<file path="src/rtl/seg_led_disp_lbus.sv">
// LBUS output peripheral: an LED register and a 4-digit multiplexed hex display.
// The display has per-digit enable, decimal points and 16-level PWM brightness.
package lb_pkg;
   typedef struct packed {
      logic [7:0]  addr;
      logic [15:0] wdata;
      logic        MatchWLB;
      logic        MatchRLB;
   } lb_slave_t;
endpackage

module seg_led_disp_lbus #(
   parameter int CLK_DIV = 1000
) (
   input  logic             lb_clk,
   input  logic             rst_n,
   input  lb_pkg::lb_slave_t xt_lb,
   output logic [15:0]      rdata,
   output logic [7:0]       led,
   output logic [7:0]       seg,
   output logic [3:0]       dig_sel
);

   localparam int PW = $clog2(CLK_DIV);

   logic [7:0]    led_reg;
   logic [15:0]   seg_data;
   logic [11:0]   ctrl_reg;
   logic [PW-1:0] presc;
   logic [3:0]    slot;
   logic [1:0]    idx;
   logic          tick;
   logic          active;
   logic [3:0]    nibble;

   function automatic logic [6:0] hex7(input logic [3:0] v);
      case (v)
         4'h0: hex7 = 7'h40;
         4'h1: hex7 = 7'h79;
         4'h2: hex7 = 7'h24;
         4'h3: hex7 = 7'h30;
         4'h4: hex7 = 7'h19;
         4'h5: hex7 = 7'h12;
         4'h6: hex7 = 7'h02;
         4'h7: hex7 = 7'h78;
         4'h8: hex7 = 7'h00;
         4'h9: hex7 = 7'h10;
         4'hA: hex7 = 7'h08;
         4'hB: hex7 = 7'h03;
         4'hC: hex7 = 7'h46;
         4'hD: hex7 = 7'h21;
         4'hE: hex7 = 7'h06;
         default: hex7 = 7'h0E;
      endcase
   endfunction

   always_ff @(posedge lb_clk or negedge rst_n) begin
      if (!rst_n) begin
         led_reg  <= '0;
         seg_data <= '0;
         ctrl_reg <= '0;
      end else if (xt_lb.MatchWLB) begin
         case (xt_lb.addr)
            8'h00: led_reg  <= xt_lb.wdata[7:0];
            8'h02: seg_data <= xt_lb.wdata;
            8'h04: ctrl_reg <= xt_lb.wdata[11:0];
            default: ;
         endcase
      end
   end

   always_comb begin
      rdata = '0;
      if (xt_lb.MatchRLB) begin
         case (xt_lb.addr)
            8'h00: rdata = {8'h00, led_reg};
            8'h02: rdata = seg_data;
            8'h04: rdata = {4'h0, ctrl_reg};
            8'h06: rdata = {10'h000, slot, idx};
            default: rdata = '0;
         endcase
      end
   end

   assign tick = (presc == PW'(CLK_DIV - 1));

   // Scan runs freely regardless of register writes; a disabled digit still uses its slot time.
   always_ff @(posedge lb_clk or negedge rst_n) begin
      if (!rst_n) begin
         presc <= '0;
         slot  <= '0;
         idx   <= '0;
      end else if (tick) begin
         presc <= '0;
         slot  <= slot + 4'd1;
         if (slot == 4'd15)
            idx <= idx + 2'd1;
      end else begin
         presc <= presc + PW'(1);
      end
   end

   // Slot 15 never satisfies slot < B, leaving dead time before every digit change.
   always_comb begin
      nibble = seg_data[idx*4 +: 4];
      active = ctrl_reg[idx] && (slot < ctrl_reg[11:8]);
   end

   always_ff @(posedge lb_clk or negedge rst_n) begin
      if (!rst_n) begin
         led     <= 8'h00;
         seg     <= 8'hFF;
         dig_sel <= 4'hF;
      end else begin
         led <= led_reg;
         if (active) begin
            dig_sel <= ~(4'b0001 << idx);
            seg     <= {~ctrl_reg[4 + idx], hex7(nibble)};
         end else begin
            dig_sel <= 4'hF;
            seg     <= 8'hFF;
         end
      end
   end

endmodule
</file>
<file path="config.mk">
export PLATFORM = sky130hd
export DESIGN_NAME = seg_led_disp_lbus
export DESIGN_NICKNAME = d
export VERILOG_FILES = /design/src/rtl/seg_led_disp_lbus.sv
export SDC_FILE = /design/constraint.sdc
export NUM_CORES = 1
export LEC_CHECK = 0
export CORE_ASPECT_RATIO = 1.4
export CORE_UTILIZATION = 48
export DETAILED_ROUTE_END_ITERATION = 12
export GPL_TIMING_DRIVEN = 0
export PLACE_DENSITY = 0.87
export SETUP_SLACK_MARGIN = 0.5
export SYNTH_ARGS = -nofsm -noshare
export SYNTH_HDL_FRONTEND = slang
export SYNTH_SLANG_ARGS = --single-unit
</file>
<file path="constraint.sdc">
create_clock -name lb_clk -period 2 [get_ports lb_clk]
set_input_delay 0.3 -clock lb_clk [delete_from_list [all_inputs] [get_ports lb_clk]]
set_output_delay 0.3 -clock lb_clk [all_outputs]
set_load 0.02 [all_outputs]
</file>
**Word level (Yosys, flattened, before mapping)**

Memory sizes are Yosys's and may differ from the RTL's.
Index checks and enable logic that the tools add are counted.

- Order comparisons: 3
- Reductions and logical operators: 6
- Add/sub/neg operators: 4
- Bitwise logic cells: 2
- Shift-type cells: 2
- Equality and inequality tests: 5
- Muxes and demuxes: 9

Operator list:

| kind | count |
|---|---|
| $pmux 16 s4 | 1 |
| $eq 8x3->1 const B | 2 |
| $mux 16 | 1 |
| $shiftx 16x5->4 | 1 |
| $add 10x1->10 const B | 1 |
| $eq 10x10->1 const B | 1 |
| $mux 10 | 1 |
| $eq 8x2->1 const B | 1 |
| $logic_not 8->1 | 1 |
| $mux 8 | 1 |
| $reduce_and 2->1 | 4 |
| $lt 2x5->1 const B | 1 |
| $lt 4x5->1 const B | 1 |
| $add 3x2->4 const A | 1 |
| $add 4x1->4 const B | 1 |
| $bmux 1 s4 | 1 |
| $eq 4x4->1 const B | 1 |
| $lt 4x4->1 | 1 |
| $mux 4 | 1 |
| $not 4->4 | 1 |
| $shl 1x2->4 const A | 1 |
| $add 2x1->2 const B | 1 |
| $bmux 1 s2 | 1 |
| $mux 1 | 2 |
| other kinds (2) | 2 |

- Memories kept: 1
- Bits in registers: 72
- Input port bits: 28
- Bits in read-only memories: 112

Memories:

| memory | depth | width | rd ports | clocked after memory_dff | wr ports | RTL line | text |
|---|---|---|---|---|---|---|---|
| (name not given) | 16 | 7 | 1 | 0 | 0 | 37 | `case (v)` |

**Logic depth before layout (Yosys ltp)**

- Word-level depth: 5
- Depth in mapped cells: 9
- Depth with buffers taken out: 7

**Worst setup path before layout**

No wires, ideal clock.

- Path kind: reg2reg
- Start: register idx[1]
- End: register seg[0]
- Arrival: 2062 ps
- Setup slack: -150 ps
- Stages on the path, launching flop included: 10
- Library setup time: 88 ps
- Buffers on the path: 2
- Path through: dfrtp_1 -> clkbuf_1 -> clkbuf_1 -> mux4_2 -> inv_1 -> ha_1 -> nor4b_1 -> nor3_1 -> a22oi_1 -> o21ai_0

- Cells in the longest elaborated chain, start to end: 4
- Elaborated cells between the ends (all ways): 6

Ends and longest elaborated chain:

| item | RTL line | text |
|---|---|---|
| from (decl) | 31 | `logic [1:0] idx;` |
| from (signal assigned) | 97 | `idx <= idx + 2'd1;` |
| branches (longest 3 deep; another with $mem_v2 16x7) | -- |  |
| $mux 8 * | 116 | `if (active) begin` |
| to (signal assigned) | 118 | `seg <= {~ctrl_reg[4 + idx], hex7(nibble)};` |
| to (decl) | 20 | `output logic [7:0] seg,` |

Mark *: on every way between the ends. The select of a mux whose other input is x is not followed.
A chain may end at the register's enable or synchronous reset.

**Worst setup path in the final report**

- Start: register idx[1]
- End: output rdata[1]

- Cells in the longest elaborated chain, start to end: 2

Ends and longest elaborated chain:

| item | RTL line | text |
|---|---|---|
| $pmux 16 s4 | 75 | `case (xt_lb.addr)` |
| $mux 16 | 74 | `if (xt_lb.MatchRLB) begin` |
| to (decl) | 18 | `output logic [15:0] rdata,` |

No other way between the ends.

==> impl_results.md <==
* Slew @ Worst Pin at 0.887 ns
* Overflow after GRT at 0
* Critical Path Sink Type: output pin
* FILL cells at 358
* 1st-iter DRT viols at 261
* Failing checks: setup timing
* Final nets at 459
* Register bit total from synthesis at 72
* Fin util at 0.781
* Commonest non-fill, non-tap cells in the layout: dfrtp_1 (59), mux2_4 (38), buf_6 (33), buf_4 (30), clkdlybuf4s50_1 (20)
* Part of the cycle the worst path needs at 1.08
* Slew Limit Fails at 0
* Largest cells by area after synthesis: dfrtp_1 (41%), mux2_2 (8.9%), dfstp_2 (8.6%)
* Vias in the first global route at 3338
* Synth unique cells at 41
* Core ar. at 7360 um^2
* Placer Congestion at 0.863
* # DRC at 0
* Met2 Resource Use GR at 0.536
* RR Startpoint: idx[1]
* Startpoint types: register
* Final setup violation count at 28
* First-pass GRT wire length at 18100 um
* CTS clk-pin slew, worst paths at 0.08 ns
* P_sw at 0.816 mW
* Clock period minus worst slack at 2.16 ns
* Power density cells at 551 nW/um^2
* Area share of the largest cell type after synthesis at 0.411
* Classification of the worst-slack hold path: in -> async
* Mean Syn Cell Area at 12.6 um^2
* Number of synthesis warnings at 0
* Leakage at 2.73 nW
* Reg-to-reg slack, setup at -0.16 ns
* Post-synthesis mux area share at 0.218
* Sequential Power Share at 0.492
* Register area at 1820 um^2
* CTS tree: built
* Post-synthesis xor/xnor area fraction at 0.0360
* H-tree depth at 3
* Grt met3 use at 0.0916
* Grt met1 use at 0.345
* Num rows at 37
* Area Overhead vs Synth at 57.5%
* Worst setup path end: rdata[1]
* Final Power at 3.17 mW
* Die Span X at 75.7 um
* Area leader, netlist: dfrtp_1
* Fin Clk Skew at 0.0130 ns
* Setup TNS at -0.960 ns
* Post-synthesis compound-gate area fraction at 0.0374
* Gr busiest metal: met2
* Skew-Pair Late Insertion Delay at 0.37 ns
* Max Fclk at 0.462 GHz
* Largest net degree at the start of global routing at 73
* Dpl hpwl at 5990 um
* CP arrival at 1.86 ns
* Critical Path Start: idx[1]
* Largest family of logic cells by synthesized area: multiplexers
* Initial antenna violation count at 0
* Post-Place Cells at 450
* Antenna cells at 0
* Status: finished, violations left
* CP required at 1.70 ns
* Syn Nets at 333
* Clock sink count at 72
* Adder-Cell Fraction of Synth Area at 0.0514
* Share of flip-flops with an asynchronous set or reset at 1.00
* Pint at 2.35 mW
* Clock share of power at 0.382
* Sw frac at 0.258
* Seq/Total Area, Yosys at 0.498
* Buffers added on ports at 63
* Critical path class: reg -> out
* CTS Buf Count at 9
* Comb power frac at 0.126
* WHS at 0.0509 ns
* Main flop type after synthesis: dfrtp_1
* Synth Instances at 290
* GRT Total Usage at 0.323
* Cell Count, Final, Fillers Out at 518
* WL/cell at 25.7 um
* Count of final hold-check violations at 0
* Maximum fanout along the worst path at 3
* Via density at 6.12
* EDFF count, synth at 0
* Max-Cap Viols at 0
* Post-Syn Area at 3650 um^2
* Clk Tree Root Cell: clkbuf_8
* Total Routed Length at 13300 um
* VDD IR max at 0.436 mV
* DRT antenna net count at 0
* Critical R2R Capture: seg[0]
* Total die area at 7960 um^2
* # IOs at 64
* Die Ht at 105 um
* First-pass DRT Iterations at 6
* Initial Util at 0.496
* CTS Buffer Depth at 2
* Leading cell type in the layout, fill and taps excluded: dfrtp_1
* Post-synthesis simple-gate area fraction at 0.132
* Footprint of the multi-input gates at 2280 um^2
* Via Count at 3172
* Slew margin rel. at 0.408
* Layout cells sized above 1 at 0.589
* RSZ-0062 raised after global routing: yes
* CTS Hold Bufs at 0
* Final setup margin at -0.164 ns
* R2r worst-path depth at 9
-- synth_stat cells (6+ instances only) --
master	number
mux2_4	10
nand3_1	9
mux4_2	11
xnor2_1	11
ha_1	15
and3_1	6
dfrtp_1	60
nor2_1	21
mux2_2	29
clkbuf_1	8
dfstp_2	12
mux2i_1	7
inv_1	8
nand2_1	25
-- per-layer routing --
layer	wire length [um]	share of wire
met2	6820	0.51
met1	4570	0.34
met3	974	0.073
met5	0	0
met4	939	0.071
-- kinds of logic (layout without fill, tap and decap cells) --
logic type / count (synthesis) / after routing
AND/OR/NAND/NOR: 90 / 90
flip-flops: 72 / 72
multiplexers: 57 / 57
AO/OA/AOI/OAI: 21 / 21
buffers and inverters: 20 / 151
adder cells (fa/ha/maj): 15 / 15
XOR/XNOR: 15 / 15
-- worst max-delay path, stage by stage (launching register included) --
cell	delay [ns]
dfrtp_1	0.43
clkbuf_8	0.17
clkbuf_16	0.14
mux4_2	0.45
and3_4	0.18
buf_6	0.12
-- repair_timing --
| action | in CTS | in global routing |
|---|---|---|
| endpoints found under the setup margin | 90 | 88 |
| pin swaps | 24 | 22 |
| buffers inserted | 35 | 12 |
| cloned | 4 | 1 |
| resized for setup | 238 | 78 |
-- worst min path at each step --
stage	to	slack, ns	cells after the start
after floorplan	ctrl_reg[0]	0.004	0
after global placement	led[1]	0.38	0
after detailed placement	led[2]	0.39	0
after CTS	led[3]	0.08	1
after global routing	idx[1]	0.12	1
final	idx[1]	0.05	1
-- through the flow --
step / setup WS, ns / area, um^2
2_1_floorplan: 0.108 / 3750
3_3_place_gp: -1.66 / 4510
3_5_place_dp: -1.08 / 4500
4_1_cts: -0.0982 / 5430
5_1_grt: -0.212 / 5750
6_report: -0.164 / 5750
-- power by group through the flow --
stage | registers [mW] | logic [mW] | clock network [mW]
detailed placement | 1.57 | 0.289 | 0
global route | 1.56 | 0.421 | 1.27
global placement | 1.57 | 0.279 | 0
floorplan | 1.57 | 0.137 | 0
CTS | 1.55 | 0.342 | 1.18
finish | 1.56 | 0.400 | 1.21
-- cell type report --
type | count | share of cell area
well taps | 97 | 0.0211
clock buffers | 14 | 0.0283
multi-input cells | 198 | 0.397
plain buffers | 12 | 0.0303
clock inverters | 2 | 0.00653
repair buffers | 115 | 0.193
inverters | 8 | 0.00718
flip-flops and latches | 72 | 0.316
(Power assumes the default switching activity.)
